==> src/rtl/gf2_mult_ds.sv <==
// Digit-serial carry-less (GF(2) polynomial) multiplier. Consumes DIGIT bits of b
// per cycle and returns the unreduced 2*WIDTH-bit product over a valid/ready handshake.
module gf2_mult_ds #(
  parameter int unsigned WIDTH = 21,
  parameter int unsigned DIGIT = 4
) (
  input  logic               clk,
  input  logic               rst_n,
  input  logic               in_valid,
  output logic               in_ready,
  input  logic [WIDTH-1:0]   a,
  input  logic [WIDTH-1:0]   b,
  output logic               out_valid,
  input  logic               out_ready,
  output logic [2*WIDTH-1:0] d,
  output logic               busy
);

  localparam int unsigned NDIG = (WIDTH + DIGIT - 1) / DIGIT;
  localparam int unsigned BW   = NDIG * DIGIT;
  localparam int unsigned CW   = (NDIG > 1) ? $clog2(NDIG) : 1;

  typedef enum logic [1:0] {IDLE, RUN, DONE} state_e;

  state_e             state_q, state_d;
  logic [2*WIDTH-1:0] a_sh_q, a_sh_d;
  logic [2*WIDTH-1:0] acc_q, acc_d;
  logic [2*WIDTH-1:0] d_q, d_d;
  logic [2*WIDTH-1:0] prod;
  logic [BW-1:0]      b_sh_q, b_sh_d;
  logic [CW-1:0]      cnt_q, cnt_d;
  logic               load;
  logic               last;

  always_ff @(posedge clk or negedge rst_n) begin
    if (!rst_n) begin
      state_q <= IDLE;
    end else begin
      state_q <= state_d;
    end
  end

  always_comb begin
    state_d = state_q;
    unique case (state_q)
      IDLE:    if (in_valid) state_d = RUN;
      RUN:     if (last) state_d = DONE;
      DONE:    if (out_ready) state_d = in_valid ? RUN : IDLE;
      default: state_d = IDLE;
    endcase
  end

  always_comb begin
    in_ready  = (state_q == IDLE) || ((state_q == DONE) && out_ready);
    busy      = (state_q == RUN);
    out_valid = (state_q == DONE);
  end

  assign load = in_valid && in_ready;
  assign last = (state_q == RUN) && (cnt_q == CW'(NDIG - 1));
  assign d    = d_q;

  // Partial product of the current a_sh with the lowest digit of b_sh.
  always_comb begin
    prod = '0;
    for (int unsigned j = 0; j < DIGIT; j++) begin
      if (b_sh_q[j]) prod = prod ^ (a_sh_q << j);
    end
  end

  always_comb begin
    a_sh_d = a_sh_q;
    b_sh_d = b_sh_q;
    acc_d  = acc_q;
    cnt_d  = cnt_q;
    d_d    = d_q;
    if (load) begin
      a_sh_d = {{WIDTH{1'b0}}, a};
      b_sh_d = BW'(b);
      acc_d  = '0;
      cnt_d  = '0;
    end else if (state_q == RUN) begin
      acc_d  = acc_q ^ prod;
      a_sh_d = a_sh_q << DIGIT;
      b_sh_d = b_sh_q >> DIGIT;
      cnt_d  = cnt_q + CW'(1);
      if (last) d_d = acc_q ^ prod;
    end
  end

  always_ff @(posedge clk or negedge rst_n) begin
    if (!rst_n) begin
      a_sh_q <= '0;
      b_sh_q <= '0;
      acc_q  <= '0;
      cnt_q  <= '0;
      d_q    <= '0;
    end else begin
      a_sh_q <= a_sh_d;
      b_sh_q <= b_sh_d;
      acc_q  <= acc_d;
      cnt_q  <= cnt_d;
      d_q    <= d_d;
    end
  end

endmodule
==> config.mk <==
export PLATFORM = sky130hd
export DESIGN_NAME = gf2_mult_ds
export DESIGN_NICKNAME = d
export VERILOG_FILES = /design/src/rtl/gf2_mult_ds.sv
export SDC_FILE = /design/constraint.sdc
export NUM_CORES = 1
export LEC_CHECK = 0
export CORE_MARGIN = 2
export CORE_UTILIZATION = 50
export CTS_CLUSTER_DIAMETER = 150
export CTS_CLUSTER_SIZE = 40
export DETAILED_ROUTE_END_ITERATION = 6
export PLACE_DENSITY = 0.72
export SLEW_MARGIN = 20
export SYNTH_ARGS = -nofsm -noshare
export SYNTH_HDL_FRONTEND = slang
export SYNTH_SLANG_ARGS = --single-unit
==> constraint.sdc <==
create_clock -name clk -period 1.35 [get_ports clk]
set_input_delay 0.27 -clock clk [delete_from_list [all_inputs] [get_ports clk]]
set_output_delay 0.27 -clock clk [all_outputs]
set_load 0.02 [all_outputs]
Word level (Yosys, flattened, before mapping)
Index checks and enable logic that the tools add are counted.
Operators by class
  add/sub/neg operators: 1
  reductions and logical operators: 8
  equality and inequality tests: 6
  bitwise logic cells: 5
  muxes and demuxes: 17
Operators with widths (count)
  42-bit 2-to-1 mux: 8
  42-bit XOR: 4
  24-bit 2-to-1 mux: 2
  2-bit 2-to-1 mux: 3
  3-bit 2-to-1 mux: 2
  2-bit case mux with 3 select lines: 1
  3-bit AND reduction: 2
  2-bit by 1-bit != test with 1-bit output, second input constant: 2
  3-bit by 1-bit adder with 3-bit output, second input constant: 1
  3-bit equality test, second input constant: 1
  1-bit logical AND: 3
  2-bit by 1-bit equality test with 1-bit output, second input constant: 1
  2-bit equality test, second input constant: 1
  2-bit zero test: 1
  2-bit != test, second input constant: 1
  2-bit nonzero test: 1
  1-bit logical OR: 1
  1-bit 2-to-1 mux: 1
  1-bit inverter: 1
Storage, ports and cells
  bits in registers: 155
  word-level logic and storage cells: 43
  bits of input ports: 46
  output and inout bits: 45

Longest topological paths before layout
Gate-level depths: netlist of run 1.
  depth after elaboration: 10
  mapped depth: 8

Least setup slack after synthesis of run 1
OpenSTA, ideal clock, no wires.
  path kind: register -> output
  from: register state_q[1]
  to: output busy
  path slack: -123 ps
  data arrival time: 1203 ps
  cell stages (with the launch flop): 6
  buffers on the path: 3
  cells stage by stage: dfrtp_1 -> nand2b_1 -> buf_2 -> inv_4 -> buf_4 -> buf_2
Between the ends
  longest elaborated chain between the ends: 1
RTL lines
  start: declaration: line 25  | state_e state_q, state_d;
  start signal: assignment: line 39  | state_q <= state_d;
  2-bit by 1-bit equality test with 1-bit output: line 55  | busy = (state_q == RUN);
  end: declaration: line 16  | output logic busy
No other way between the ends.

Worst setup path in the final report of run 1
  from: register b_sh_q[1]
  to: register d_q[8] (netlist: d[8])
Between the ends
  longest elaborated chain between the ends: 6
RTL lines
  start: declaration: line 30  | logic [BW-1:0] b_sh_q, b_sh_d;
  start signal: assignment: line 100  | b_sh_q <= b_sh_d;
  42-bit 2-to-1 mux *: line 67  | if (b_sh_q[j]) prod = prod ^ (a_sh_q << j);
  42-bit XOR: line 67
  42-bit 2-to-1 mux *: line 67
  42-bit XOR: line 67
  42-bit 2-to-1 mux *: line 67
  42-bit XOR *: line 87  | if (last) d_d = acc_q ^ prod;
  end signal: assignment: line 97  | d_q <= '0;
  end signal: assignment: line 103  | d_q <= d_d;
  end: declaration: line 28  | logic [2*WIDTH-1:0] d_q, d_d;
Every way passes the cells marked *; elsewhere a longest branch is shown, timed or not.
A chain may end at the register's enable or synchronous reset.

==> results of run 1 <==
[cells in the final DEF, fill, tap and decap left out, types with 9 or more instances in the layout]
cell,n
nand2_1,219
dfrtp_1,147
nand2_2,89
xnor2_2,77
buf_4,61
o21ai_1,59
clkdlybuf4s50_1,44
inv_1,43
xnor2_1,43
nor2_1,40
a21o_1,40
buf_2,40
o31a_1,39
xor2_2,36
clkbuf_16,33
buf_12,30
nand2_4,21
a22oi_1,19
buf_6,16
o21ai_2,15
buf_16,12
a22oi_2,9
[metrics by stage]
step	area [µm²]	hold WS [ps]	total power [µW]	setup WS, ps
after global placement	11100	175	26600	-665
after global routing	13200	312	39900	-400
after floorplan	9540	-25.6	22200	-72.5
final	13200	281	37800	-389
after CTS	12300	291	33800	-239
after detailed placement	11100	178	27200	-643
[final cells by class]
class / count / area (µm²) / area share
Clock buffer: 19 / 433 / 0.0327
Clock inverter: 13 / 226 / 0.0171
Inverter: 44 / 170 / 0.0129
Multi-Input combinational cell: 740 / 5620 / 0.425
Sequential cell: 152 / 3810 / 0.288
Tap cell: 229 / 287 / 0.0217
Timing Repair Buffer: 225 / 2690 / 0.203
[cells by family after synthesis]
group	count (synthesis)	synth area share
AO/OA/AOI/OAI	195	0.143
XOR/XNOR	163	0.215
adder cells (fa/ha/maj)	2	0.00272
buffers and inverters	106	0.0605
flip-flops	152	0.413
multiplexers	6	0.00652
AND/OR/NAND/NOR	374	0.160
[routing by layer]
layer | global-route usage | routed length [µm] | vias up
met5 | 0 | 0 | -
li1 | - | - | 3542
met2 | 0.391 | 13800 | 315
met1 | 0.316 | 11200 | 3919
met4 | 0.0789 | 981 | 0
met3 | 0.0416 | 1550 | 88
[repair_timing]
item,in CTS,in global routing
hold endpoints to repair,25,0
cloned,10,23
resized for setup,217,187
hold buffers,1,0
setup buffers,8,22
pin swaps,23,86
endpoints found under the setup margin,195,192
[sequential cells by signal, summed over array words and instances, names as in the netlist]
register and count:
b_sh_q 21, d 42, a_sh_q 42, state_q 2, cnt_q 3, acc_q 42
[worst max-delay path, delay by kind of cell, from the launching register on]
family	cells	cell delay, ps
xor gates and xnor gates	3	560
buffers and inverters	3	470
DFF	1	440
and+or+nand+nor	1	80
AOI/OAI and AO/OA	1	80
[worst max path at each step]
stage,from,endpoint,slack (ps),cells after the start
after floorplan,b_sh_q[0],acc_q[26],-70,7
after global placement,out_ready,in_ready,-660,4
after detailed placement,out_ready,in_ready,-640,4
after CTS,b_sh_q[1],acc_q[41],-240,7
after global routing,b_sh_q[1],d[8],-400,8
final,b_sh_q[1],d[8],-390,8
[power by group]
group          internal [µW]  switching [µW]
Sequential              6650            2280
Combinational          11800           11600
Clock                   3460            1990
==> results.yml, run 1 <==
global_route:
  overflow: 0
  grt.total_usage: 0.236
  grt_pass1_wl_um: 36900
  grt_max_degree: 51
  antenna_found_initial: 0
  grt_pass1_vias: 7274
cts:
  cts.clk_slew.worst_paths_ps: 60
  cts_root_buffer: "clkbuf_16"
  clock_latency_ps: 440
  cts_buffers: 17
  cts_buffer_depth: 2
  cts_tree: "done"
  cts_sinks: 152
  h-tree-depth: 4
timing:
  slew_headroom: 0.749
  maxSlewViolCount: 0
  setup_violations: 154
  finalSetupTns_ps: -31880
  finalWorstSetupSlack_ps: -389
  finalClockSkew_ps: 7.42
  finalHoldViolCount: 0
  rsz0062_at_grt: "yes"
  tightest_slew_ps: 376
  finalCritPeriodShare: 1.29
  fin_crit_ps: 1740
  fmax_mhz: 575
route:
  drtAntennaViolNets: 0
  firstDrtPassIters: 7
  routedWlPerCell_um: 19.3
  drt_wl_total_um: 27500
  via_per_inst: 5.53
  num_vias: 7864
  first_iter_violations: 726
  drc: 1
worst_setup_path:
  cp.arrival_ps: 2060
  start_kind: "register"
  worstPathCellList: "buf_12 > buf_4 > nand2_4 > xor2_2 > xnor2_2 > buf_4 > xnor2_1 > o21ai_1"
  critPathKind: "register to register"
  rr_startpoint: "b_sh_q[1]"
  slowest_stage: "dfrtp_2"
  reg2reg_depth: 8
  r2r-end: "d[8]"
  path_max_fanout: 17
  end_kind: "register"
  required_ps: 1670
  r2r_slack_ps: -390
  crit_top_cell: "buf_4"
  cp_slowest_stage_delay_ps: 440
floorplan:
  ios: 91
  dieHeight_um: 140
  start_util: 0.511
  coreArea_um2: 18000
  rows: 49
  dieWidth_um: 140
  dieArea_um2: 19500
synth:
  seq_area_frac_synth: 0.413
  ys_warn_count: 0
  syn-instance-count: 998
  avgSynthCellArea_um2: 9.23
  synth-seq-cells: 152
  syn_nets: 1046
  synthArstFlopShare: 1.00
  ys_types: 33
  synth_top_flop_cell: "dfrtp_1"
  synth_area_leaders: "dfrtp_1 (41%), xnor2_2 (13%), nand2_1 (13%), xnor2_1 (4.6%), xor2_1 (4.0%)"
  yosys.area.top_type: "dfrtp_1"
  synth-edff-count: 0
  yosys-top-cells-count: "nand2_1 (309), dfrtp_1 (152), xnor2_2 (72)"
  synth_most_common_cell: "nand2_1"
  syn-cell-area_um2: 9210
  synth_top_area_share: 0.413
power:
  p_leak_uw: 0.00615
  ir_drop_v: 0.00175
  power_density_nw_per_um2: 2850
final_layout:
  syn_to_final_growth_pct: 43.7
  drive_above_1_share: 0.393
  layoutNonFillerInstCount: 1422
  post-route-util: 0.734
  final_nets: 1228
  n_antenna_cell: 0
  fillers: 1172
run:
  cap_viol_max_count: 0
placed_design:
  portBuffers: 90
  place_inst: 1327
  dp_hpwl_um: 13100
  routabilityCongestion: 0.806
status:
  violations: "DRC, setup timing"
  status: "complete, but fails checks"
worst_hold_path:
  hold_class: "primary input to async pin"
Power figures use the tool's default switching activity.
==> run 2, diff against run 1 <==
CORE_MARGIN = 1   (was 2)
==> results.yml, run 2 (synthesis results as in run 1) <==
route:
  wl_met3_um: 2020
  drtAntennaViolNets: 0
  drc: 1
  routedWlPerCell_um: 19.8
  via_per_inst: 5.57
  wl_met1_um: 11200
  firstDrtPassIters: 7
  first_iter_violations: 738
  drt_wl_total_um: 28200
  wl_met2_um: 13800
  num_vias: 7928
  top_layer_used: "met4"
power:
  ir_drop_v: 0.00138
  power_density_nw_per_um2: 2820
  p_leak_uw: 0.00604
cts:
  cts_tree: "done"
  cts_buffers: 17
  cts_sinks: 152
  cts_root_buffer: "clkbuf_16"
  cts.clk_slew.worst_paths_ps: 70
  h-tree-depth: 4
  clock_latency_ps: 440
  cts_buffer_depth: 2
floorplan:
  dieWidth_um: 138
  dieHeight_um: 138
  coreArea_um2: 18000
  dieArea_um2: 19000
  rows: 49
  ios: 91
  start_util: 0.511
global_route:
  grt_max_degree: 50
  grt_pass1_wl_um: 36000
  antenna_found_initial: 0
  grt.total_usage: 0.250
  grt_pass1_vias: 7229
  overflow: 0
final_layout:
  seqCellArea_um2: 3810
  syn_to_final_growth_pct: 42.9
  fillers: 1180
  layout_commonest_cell: "nand2_1"
  n_antenna_cell: 0
  final_cell_mix: "nand2_1 (273), dfrtp_1 (148), xnor2_2 (80), buf_4 (61), nand2_2 (45)"
  multi_input_area_um2: 5510
  final_nets: 1230
  finalInstanceArea_um2: 13200
  drive_above_1_share: 0.357
placed_design:
  portBuffers: 90
  routabilityCongestion: 0.803
  dp_hpwl_um: 12900
  dpl-instance-area_um2: 11000
timing:
  finalCritPeriodShare: 1.30
  maxSlewViolCount: 0
  fin_crit_ps: 1760
  fmax_mhz: 569
  setup_violations: 155
  finalClockSkew_ps: 10.2
  finalSetupTns_ps: -41740
  tightest_slew_ps: 361
  slew_headroom: 0.759
  finalWorstSetupSlack_ps: -408
  holdWs_ps: 222
  rsz0062_at_grt: "yes"
  finalHoldViolCount: 0
status:
  violations: "DRC, setup timing"
  status: "complete, but fails checks"
worst_setup_path:
  rr_startpoint: "b_sh_q[0]"
  path_max_fanout: 11
  start_kind: "register"
  cp.arrival_ps: 2080
  critPathKind: "register to register"
  end_kind: "register"
  required_ps: 1670
  reg2reg_depth: 6
  r2r_slack_ps: -410
  r2r-end: "acc_q[7]"
run:
  cap_viol_max_count: 0
worst_hold_path:
  hold_class: "primary input to async pin"
[run 2: timing repair]
item                                    in CTS  in global routing
endpoints found under the setup margin     196                190
pin swaps                                   11                 59
cloned                                      11                 25
resized for setup                          204                122
hold buffers                                 1                  0
setup buffers                               16                 17
hold endpoints to repair                   152                  0
[run 2: layout make-up]
cell class                      instances  share of cell area
Multi-Input combinational cell        740               0.419
Sequential cell                       152               0.289
Timing Repair Buffer                  227               0.216
Clock buffer                           18              0.0326
Tap cell                              229              0.0218
Inverter                               44              0.0131
Clock inverter                         14             0.00837
[run 2: how the worst max path moves through the flow]
stage	to	start	cells past startpoint	slack [ps]
final	acc_q[7]	b_sh_q[0]	6	-410
after global routing	acc_q[7]	b_sh_q[0]	6	-450
after CTS	acc_q[19]	b_sh_q[0]	6	-270
after detailed placement	in_ready	out_ready	4	-630
after global placement	in_ready	out_ready	4	-620
after floorplan	acc_q[26]	b_sh_q[0]	7	-70
[run 2: worst max-delay path, cell delays in order, from the launching register on]
cell and delay, ps:
dfrtp_2 480, buf_8 190, nand2_1 140, xor2_2 220
xnor2_2 220, nor2_1 110, o31a_1 280
[run 2: metrics by stage]
step	utilization	instances	total power, µW	setup WS, ps
after floorplan	-	998	22200	-72.5
after global placement	0.611	1327	26500	-625
after detailed placement	0.611	1327	27000	-634
after CTS	0.676	1386	33300	-274
after global routing	0.730	1424	39200	-452
final	0.730	1424	37100	-408
[run 2: metal layers]
layer	global-route usage	vias to the layer above
li1	-	3559
met1	0.321	3868
met4	0.0990	0
met5	0	-
met2	0.411	398
met3	0.0533	103
[run 2: report_power, final]
| part | leakage [µW] | internal (µW) | switching [µW] |
|---|---|---|---|
| clock | 0.000265 | 2510 | 2040 |
| combinational | 0.00386 | 12000 | 11700 |
| sequential | 0.00191 | 6650 | 2140 |
==> run 3, diff against run 2 <==
GPL_TIMING_DRIVEN = 0   (was unset)
PLACE_DENSITY = 0.69   (was 0.72)
clock period = 1.7 ns   (was 1.35 ns; I/O delays follow)
==> results.yml, run 3 (synthesis results as in run 1) <==
route:
  drc: 0
  routedWlPerCell_um: 15.8
  drtAntennaViolNets: 0
  firstDrtPassIters: 5
  first_iter_violations: 315
  num_vias: 7008
  via_per_inst: 5.16
  drt_wl_total_um: 21400
placed_design:
  portBuffers: 90
  dp_hpwl_um: 14800
  dp_worst_setup_slack_ps: -658
  routabilityCongestion: 0.810
global_route:
  overflow: 0
  grt_pass1_wl_um: 34900
  antenna_found_initial: 0
  grt_max_degree: 92
  grt_pass1_vias: 6725
  grt.total_usage: 0.241
timing:
  finalCritPeriodShare: 0.979
  slew_headroom: 0.531
  fin_crit_ps: 1670
  maxSlewViolCount: 0
  finalClockSkew_ps: 8.22
  finalHoldViolCount: 0
  finalWorstSetupSlack_ps: 35.0
  setup_violations: 0
  rsz0062_at_grt: "yes"
  tightest_slew_ps: 704
  fmax_mhz: 601
floorplan:
  rows: 49
  dieHeight_um: 138
  dieArea_um2: 19000
  ios: 91
  start_util: 0.511
  dieWidth_um: 138
  coreArea_um2: 18000
cts:
  cts.clk_slew.worst_paths_ps: 60
  h-tree-depth: 4
  clock_latency_ps: 420
  cts_buffers: 17
  cts_tree: "done"
  cts_sinks: 152
  cts_root_buffer: "clkbuf_16"
  cts_buffer_depth: 2
final_layout:
  drive_above_1_share: 0.181
  fillers: 1558
  final_cell_mix: "nand2_1 (309), dfrtp_1 (152), xnor2_2 (75), xnor2_1 (45), clkdlybuf4s50_1 (44)"
  syn_to_final_growth_pct: 21.0
  post-route-util: 0.618
  n_antenna_cell: 0
  final_nets: 1164
  layout_commonest_cell: "nand2_1"
worst_setup_path:
  path_max_fanout: 3
  worstPathCellList: "buf_4 > a21oi_2 > buf_4"
  slowest_stage: "dfrtp_1"
  cp.arrival_ps: 1330
  start_kind: "register"
  cp_slowest_stage_delay_ps: 420
  required_ps: 1360
  crit_buf_inv: 2
  crit_top_cell: "buf_4"
  end_kind: "output port"
  path_delay_family: "flip-flops"
  critPathKind: "register to output port"
status:
  status: "complete, no violations"
run:
  cap_viol_max_count: 0
power:
  power_density_nw_per_um2: 2190
  p_leak_uw: 0.00524
  ir_drop_v: 0.000883
worst_hold_path:
  hold_class: "primary input to register"
## run 3: changes by cell type in the layout (fill, tap and decap cells not counted), moves of 16 or more
cell and delta:
buf_4 -45, dlygate4sd2_1 +42, nand2_1 +36, clkdlybuf4s15_2 -35
xor2_1 +31, xor2_2 -29, o21ai_0 +27, nand2_2 -25
o21ai_2 -25, buf_12 -23, clkbuf_16 -16
## run 3: area by class of cell
class                   instances  area [µm²]  area share
plain buffers                  60         433      0.0388
clock buffers                  19         433      0.0388
clock inverters                13         131      0.0118
inverters                      44         170      0.0153
multi-input cells             740        4930       0.442
flip-flops and latches        152        3800       0.341
well taps                     229         287      0.0257
repair buffers                101         962      0.0863
## run 3: power breakdown
group,total (µW),internal (µW),switching [µW]
Clock,3650,2150,1500
Combinational,13900,6470,7450
Sequential,6830,5270,1560
Total,24400,13900,10500
## run 3: per-layer routing
metal / vias to the layer above / wire length, µm / GRT usage / part of all wire
li1: 3434 / - / - / -
met1: 3369 / 9940 / 0.340 / 0.46
met2: 178 / 9950 / 0.372 / 0.46
met4: 0 / 442 / 0.0779 / 0.021
met3: 27 / 1090 / 0.0489 / 0.051
met5: - / 0 / 0 / 0
## run 3: per-stage QoR
step / cells / setup TNS, ps / area [µm²] / power (µW) / hold slack (ps)
after global routing: 1358 / -221 / 11100 / 26300 / 476
after global placement: 1317 / -979470 / 10400 / 20400 / 461
final: 1358 / 0 / 11100 / 24400 / 465
after floorplan: 998 / 0 / 9210 / 17200 / 44.4
after detailed placement: 1318 / -57210 / 10400 / 20700 / 415
after CTS: 1360 / -59.2 / 11100 / 24500 / 453
## run 3: timing repair
| item | 4_1_cts | 5_1_grt |
|---|---|---|
| pin swaps | 1 | 3 |
| endpoints found under the setup margin | 161 | 139 |
| resized for setup | 77 | 39 |
| hold buffers | 1 | 0 |
| setup buffers | 9 | 0 |
| endpoints found under the hold margin | 90 | 0 |
| cloned | 0 | 0 |
## run 3: worst paths after layout
check                            from         end  slack (ps)  depth (start not counted)
setup / recovery           state_q[0]    in_ready          30                          3
hold / removal                  b[18]  b_sh_q[18]         460                          3
setup reg to reg            b_sh_q[2]   acc_q[15]          50                          7
hold reg to reg                 d[15]       d[15]         470                          2
max in group asynchronous       rst_n   acc_q[36]         420                          3
min in group asynchronous       rst_n        d[9]         520                          2
## run 3: worst register-to-register path: stages, from the launching register on
cell and delay [ps]:
dfrtp_1 320, buf_2 170, buf_2 240, nand2_1 120
xnor2_2 160, xnor2_2 220, nor2_1 70, o31a_1 240
==> RTL change 1 (settings of run 2) <==
Re-encode `state_e` (3 states) as one-hot, 3 bits wide.
--- a/src/rtl/gf2_mult_ds.sv
+++ b/src/rtl/gf2_mult_ds.sv
@@ -22,3 +22,3 @@
 
-  typedef enum logic [1:0] {IDLE, RUN, DONE} state_e;
+  typedef enum logic [2:0] {IDLE = 3'b001, RUN = 3'b010, DONE = 3'b100} state_e;
 
Function: no difference found for any inputs over 4 cycles, from zero or initial values and one cycle with rst_n low; so few cycles prove little.
==> RTL change 1 against run 2 <==
The run still ends with DRC, setup timing left. Area after synthesis decreased by 8.6%. Die area decreased by 8.5%. Largest power group unchanged. Setup slack got worse by 0.056 ns. Sequential cell count increased by 1. Power decreased by 34%. Global-route usage decreased by 1.4 points. Wire length decreased by 23%. Final area decreased by 15%. Highest routed layer unchanged. Largest cell class unchanged.
==> RTL change 1: results <==
set metrics [dict create \
    status "finished, violations left" \
    failed_checks "DRC, setup timing" \
    antenna_found_initial 0 \
    htreeDepth 4 \
    grt_util_met2_pct 39.3 \
    yosysMostFrequentCell "nand2_1" \
    grt_use_met3_pct 4.38 \
    synthTopCellsByCount "234 x nand2_1, 152 x dfrtp_1, 121 x xnor2_1, 83 x a21oi_1, 59 x o21ai_0" \
    worst-r2r-cell-count 7 \
    syn_nets 988 \
    use_met1_pct 30.2 \
    fill_cells 1301 \
    portBuffers 90 \
    route.detailed.drc 1 \
    critPathArrivalTime_ns 2.13 \
    ir_worst_vdd_v 0.00135 \
    finalHoldViolations 0 \
    async_flop_share_pct 100 \
    globalplace.congestion 0.772 \
    clock_skew_ns 0.00748 \
    num-nets-final 1146 \
    r2r-start "state_q[2]" \
    layout_setup_ws_ns -0.464 \
    cp_max_fo 5 \
    dp_hpwl_mm 12.1 \
    grt_first_pass_wirelength_mm 32.7 \
    wl_mm 21.8 \
    antenna_cells 0 \
    postPlaceCellArea_um2 10200 \
    antenna_left 0 \
    grt_max_degree 85 \
    synthTopCellsByArea "dfrtp_1 45%, xnor2_1 13%, nand2_1 10%" \
    yosysUniqueCellTypes 29 \
    ys.flop_type "dfrtp_1" \
    numCtsBuffers 17 \
    via_per_inst 5.35 \
    p_leak_uw 0.00490 \
    grt_usage_pct 23.6 \
    ys_seq_area_share_pct 45.5 \
    grt_pass1_vias 6779 \
    worst_pin_slew_ns 0.388 \
    first_iter_violations 587 \
    clk_pin_slew_ns 0.06 \
    layout-drive-gt1-share_pct 21.0 \
    finalSetupViolCount 154 \
]
RTL change 1: changes by cell type in the layout (fill, tap and decap cells not counted), sizes merged, moves of 14 or more:
cell,run 2,this run
nand2,329,234
o21ai,81,64
o31a,39,0
a222oi,0,26
inv,44,30
nor2,41,5
a22o,0,21
a21o,40,1
clkdlybuf4s15,35,2
nand2b,1,39
buf,130,146
nor2b,1,44
a22oi,28,0
a21oi,3,83
RTL change 1: layout make-up:
type	count	area (um2)	share of cell area, %
clock inverters	10	100	0.890
well taps	220	275	2.45
multi-input cells	697	4450	39.5
flip-flops and latches	153	3830	34.1
inverters	30	118	1.05
clock buffers	22	464	4.13
repair buffers	199	2010	17.9
RTL change 1: through the flow:
step / power [uW] / worst slack, ns / cells / TNS [ns] / util (%)
floorplan: 15000 / -0.220 / 940 / -28.42 / -
global placement: 18200 / -0.662 / 1272 / -78.26 / 61.6
detailed placement: 18500 / -0.705 / 1272 / -83.28 / 61.6
CTS: 24200 / -0.403 / 1318 / -51.93 / 67.3
global route: 26200 / -0.522 / 1331 / -67.27 / 68.1
finish: 24600 / -0.464 / 1331 / -57.71 / 68.1
RTL change 1: cell families (layout without fill, tap and decap cells):
family	after synthesis	in the layout	share of synthesized area, %
adders and majority gates	2	2	0.297
DFF	153	153	45.5
muxes	8	8	0.951
and+or+nand+nor	327	327	17.2
buffers and inverters	90	261	4.62
xor gates and xnor gates	163	163	17.0
AOI/OAI and AO/OA	197	197	14.4
RTL change 1: final timing paths:
path | end | slack [ns]
min | d[14] | 0.31
max in group asynchronous | state_q[0] | 0.47
max reg2reg | b_sh_q[5] | -0.46
max | b_sh_q[5] | -0.46
min reg2reg | d[25] | 0.47
min in group clk | b_sh_q[17] | 0.39
RTL change 1: routing by layer:
metal	vias up	share of wire (%)
met1	3432	43
met3	47	5.1
met5	-	0
met4	0	3.4
met2	223	49
li1	3417	-
RTL change 1: critical path, cell delays in order, from the launching register on:
cell and delay [ns]:
dfrtp_1 0.41, or3b_4 0.44, inv_6 0.10, a211oi_4 0.06
buf_6 0.15, clkbuf_16 0.15, a222oi_1 0.31, inv_1 0.07
RTL change 1: repair_timing:
item                                    CTS  global route
hold buffers                              1             0
gates cloned                              6            13
endpoints found under the hold margin    25             0
endpoints found under the setup margin  196           191
setup buffers                             8            11
pin swaps                                20            36
resized for setup                       171           142
RTL change 1: power breakdown:
group / total, uW / internal [uW] / switching, uW / leakage (uW)
clock network: 4650 / 2790 / 1870 / 0.000287
logic: 12600 / 6270 / 6360 / 0.00259
registers: 7350 / 5970 / 1380 / 0.00202
==> RTL change 2 (flow settings as in run 2) <==
Without the edit above. Change the parameter `WIDTH` from 21 to 25.
--- a/src/rtl/gf2_mult_ds.sv
+++ b/src/rtl/gf2_mult_ds.sv
@@ -3,3 +3,3 @@
 module gf2_mult_ds #(
-  parameter int unsigned WIDTH = 21,
+  parameter int unsigned WIDTH = 25,
   parameter int unsigned DIGIT = 4
Ports: changed (resized a, b and d); port bits go from 91 to 107. The function was not compared with the original's and may differ.
==> RTL change 2 against run 2 <==
The flow finishes with violations (setup timing). Critical path depth grew 1. Setup slack gained 0.032 ns. Area after synthesis grew 10%. Synthesized cell count grew 19%. Final area grew 17%. Sequential cell count grew 28. Sequential power grew 22%. Count of clock-buffer cells in the layout grew 5. Power grew 22%. Wire length grew 15%. First-iteration DRC count grew 1.5%. Die area grew 9.8%.
==> RTL change 2: results <==
set metrics [dict create \
    syn_nets 1242 \
    power_frac_comb_pct 65.7 \
    p_comb_uw 29800 \
    synthTopCellsByArea "dfrtp_1 44%, nand2_1 15%, xnor2_1 12%" \
    via_per_inst 5.56 \
    first_iter_violations 749 \
    cpMaxStageDelayCell "dfrtp_1" \
    p_switching_uw 19400 \
    status "finished, violations left" \
    failed_checks "setup timing" \
    critPathArrivalTime_ns 2.05 \
    worst_pin_slew_ns 0.413 \
    synthXorXnorAreaFrac_pct 17.0 \
    cts_root_buffer "clkbuf_16" \
    num-nets-final 1488 \
    synth_compound_area_share_pct 15.5 \
    dp_hpwl_mm 15.5 \
    grt_max_degree 55 \
    synth_fa_ha_area_share_pct 0.247 \
    ir_worst_vdd_v 0.00145 \
    avgSynthCellArea_um2 8.54 \
    synthMuxAreaShare_pct 0 \
    layout-drive-gt1-share_pct 37.8 \
    antenna_found_initial 0 \
    p_leak_uw 0.00717 \
    clock_skew_ns 0.00835 \
    globalplace.congestion 0.795 \
    pg_seq_uw 10700 \
    ys_seq_area_share_pct 44.5 \
    yosysUniqueCellTypes 27 \
    synthTopCellsByCount "399 x nand2_1, 180 x dfrtp_1, 143 x xnor2_1, 51 x inv_1, 50 x xor2_1" \
    htreeDepth 4 \
    setup-tns-final_ns -46.09 \
    wl_per_cell_um 19.0 \
    cp_top_family "buffers and inverters" \
    grt_first_pass_wirelength_mm 39.5 \
    portBuffers 106 \
    route.detailed.drc 0 \
    slowest_delay_ns 0.42 \
    clockBufferDepth 2 \
    layout_setup_ws_ns -0.376 \
    setup.worst_path.start "state_q[1]" \
    cp_max_fo 7 \
    grt_usage_pct 24.1 \
    finalSetupViolCount 182 \
    firstDrtPassIters 7 \
    numCtsBuffers 17 \
    fill_cells 1222 \
    grt_pass1_vias 8278 \
    post-place-ws_ns -0.491 \
]
## RTL change 2: worst reg2reg max path, delay by kind of cell (launching register included)
family	cells	cell delay (ns)
simple gates	1	0.08
buf+inv	4	0.59
flops	1	0.42
compound gates	2	0.53
## RTL change 2: cells by family (layout without fill, tap and decap cells)
kind of cell / Yosys count / count (layout)
buffers and inverters: 126 / 384
XOR/XNOR: 195 / 195
adder cells (fa/ha/maj): 2 / 2
AND/OR/NAND/NOR: 452 / 453
AO/OA/AOI/OAI: 231 / 231
flip-flops: 180 / 180
## RTL change 2: area by class of cell
type | count | area share (%)
sequential | 180 | 29.4
tap | 265 | 2.16
clock buffer | 23 | 3.18
inverter | 52 | 1.30
timing repair buffer | 300 | 21.7
multi-input combinational | 881 | 41.8
clock inverter | 9 | 0.505
## RTL change 2: layer usage
layer  up-vias  wire length [um]  GRT usage [%]
met3       113              1820           3.25
met1      4679             12600           30.6
met2       424             16700           42.1
met4         0              1420           7.92
met5         -                 0              0
li1       4295                 -              -
## RTL change 2: what timing repair did
item / in CTS / in global routing
pin swaps: 36 / 102
setup endpoints to repair: 232 / 213
hold buffers: 1 / 0
gates cloned: 2 / 35
endpoints found under the hold margin: 26 / 0
setup buffers: 5 / 25
resized for setup: 251 / 288
## RTL change 2: through the flow
step	area (um2)	instances
3_3_place_gp	12600	1611
5_1_grt	15400	1710
6_report	15400	1710
4_1_cts	13500	1651
2_1_floorplan	10500	1186
3_5_place_dp	12600	1611
## RTL change 2: path summary, 6_finish.rpt
path / end / slack [ns] / cells after the start
worst max-delay path: acc_q[4] / -0.38 / 7
worst min-delay path: b_sh_q[10] / 0.31 / 2
worst max register to register: acc_q[4] / -0.38 / 7
worst min register to register: d[38] / 0.47 / 2
max in group asynchronous: state_q[0] / 0.50 / 3
min in group clk: b_sh_q[24] / 0.38 / 3
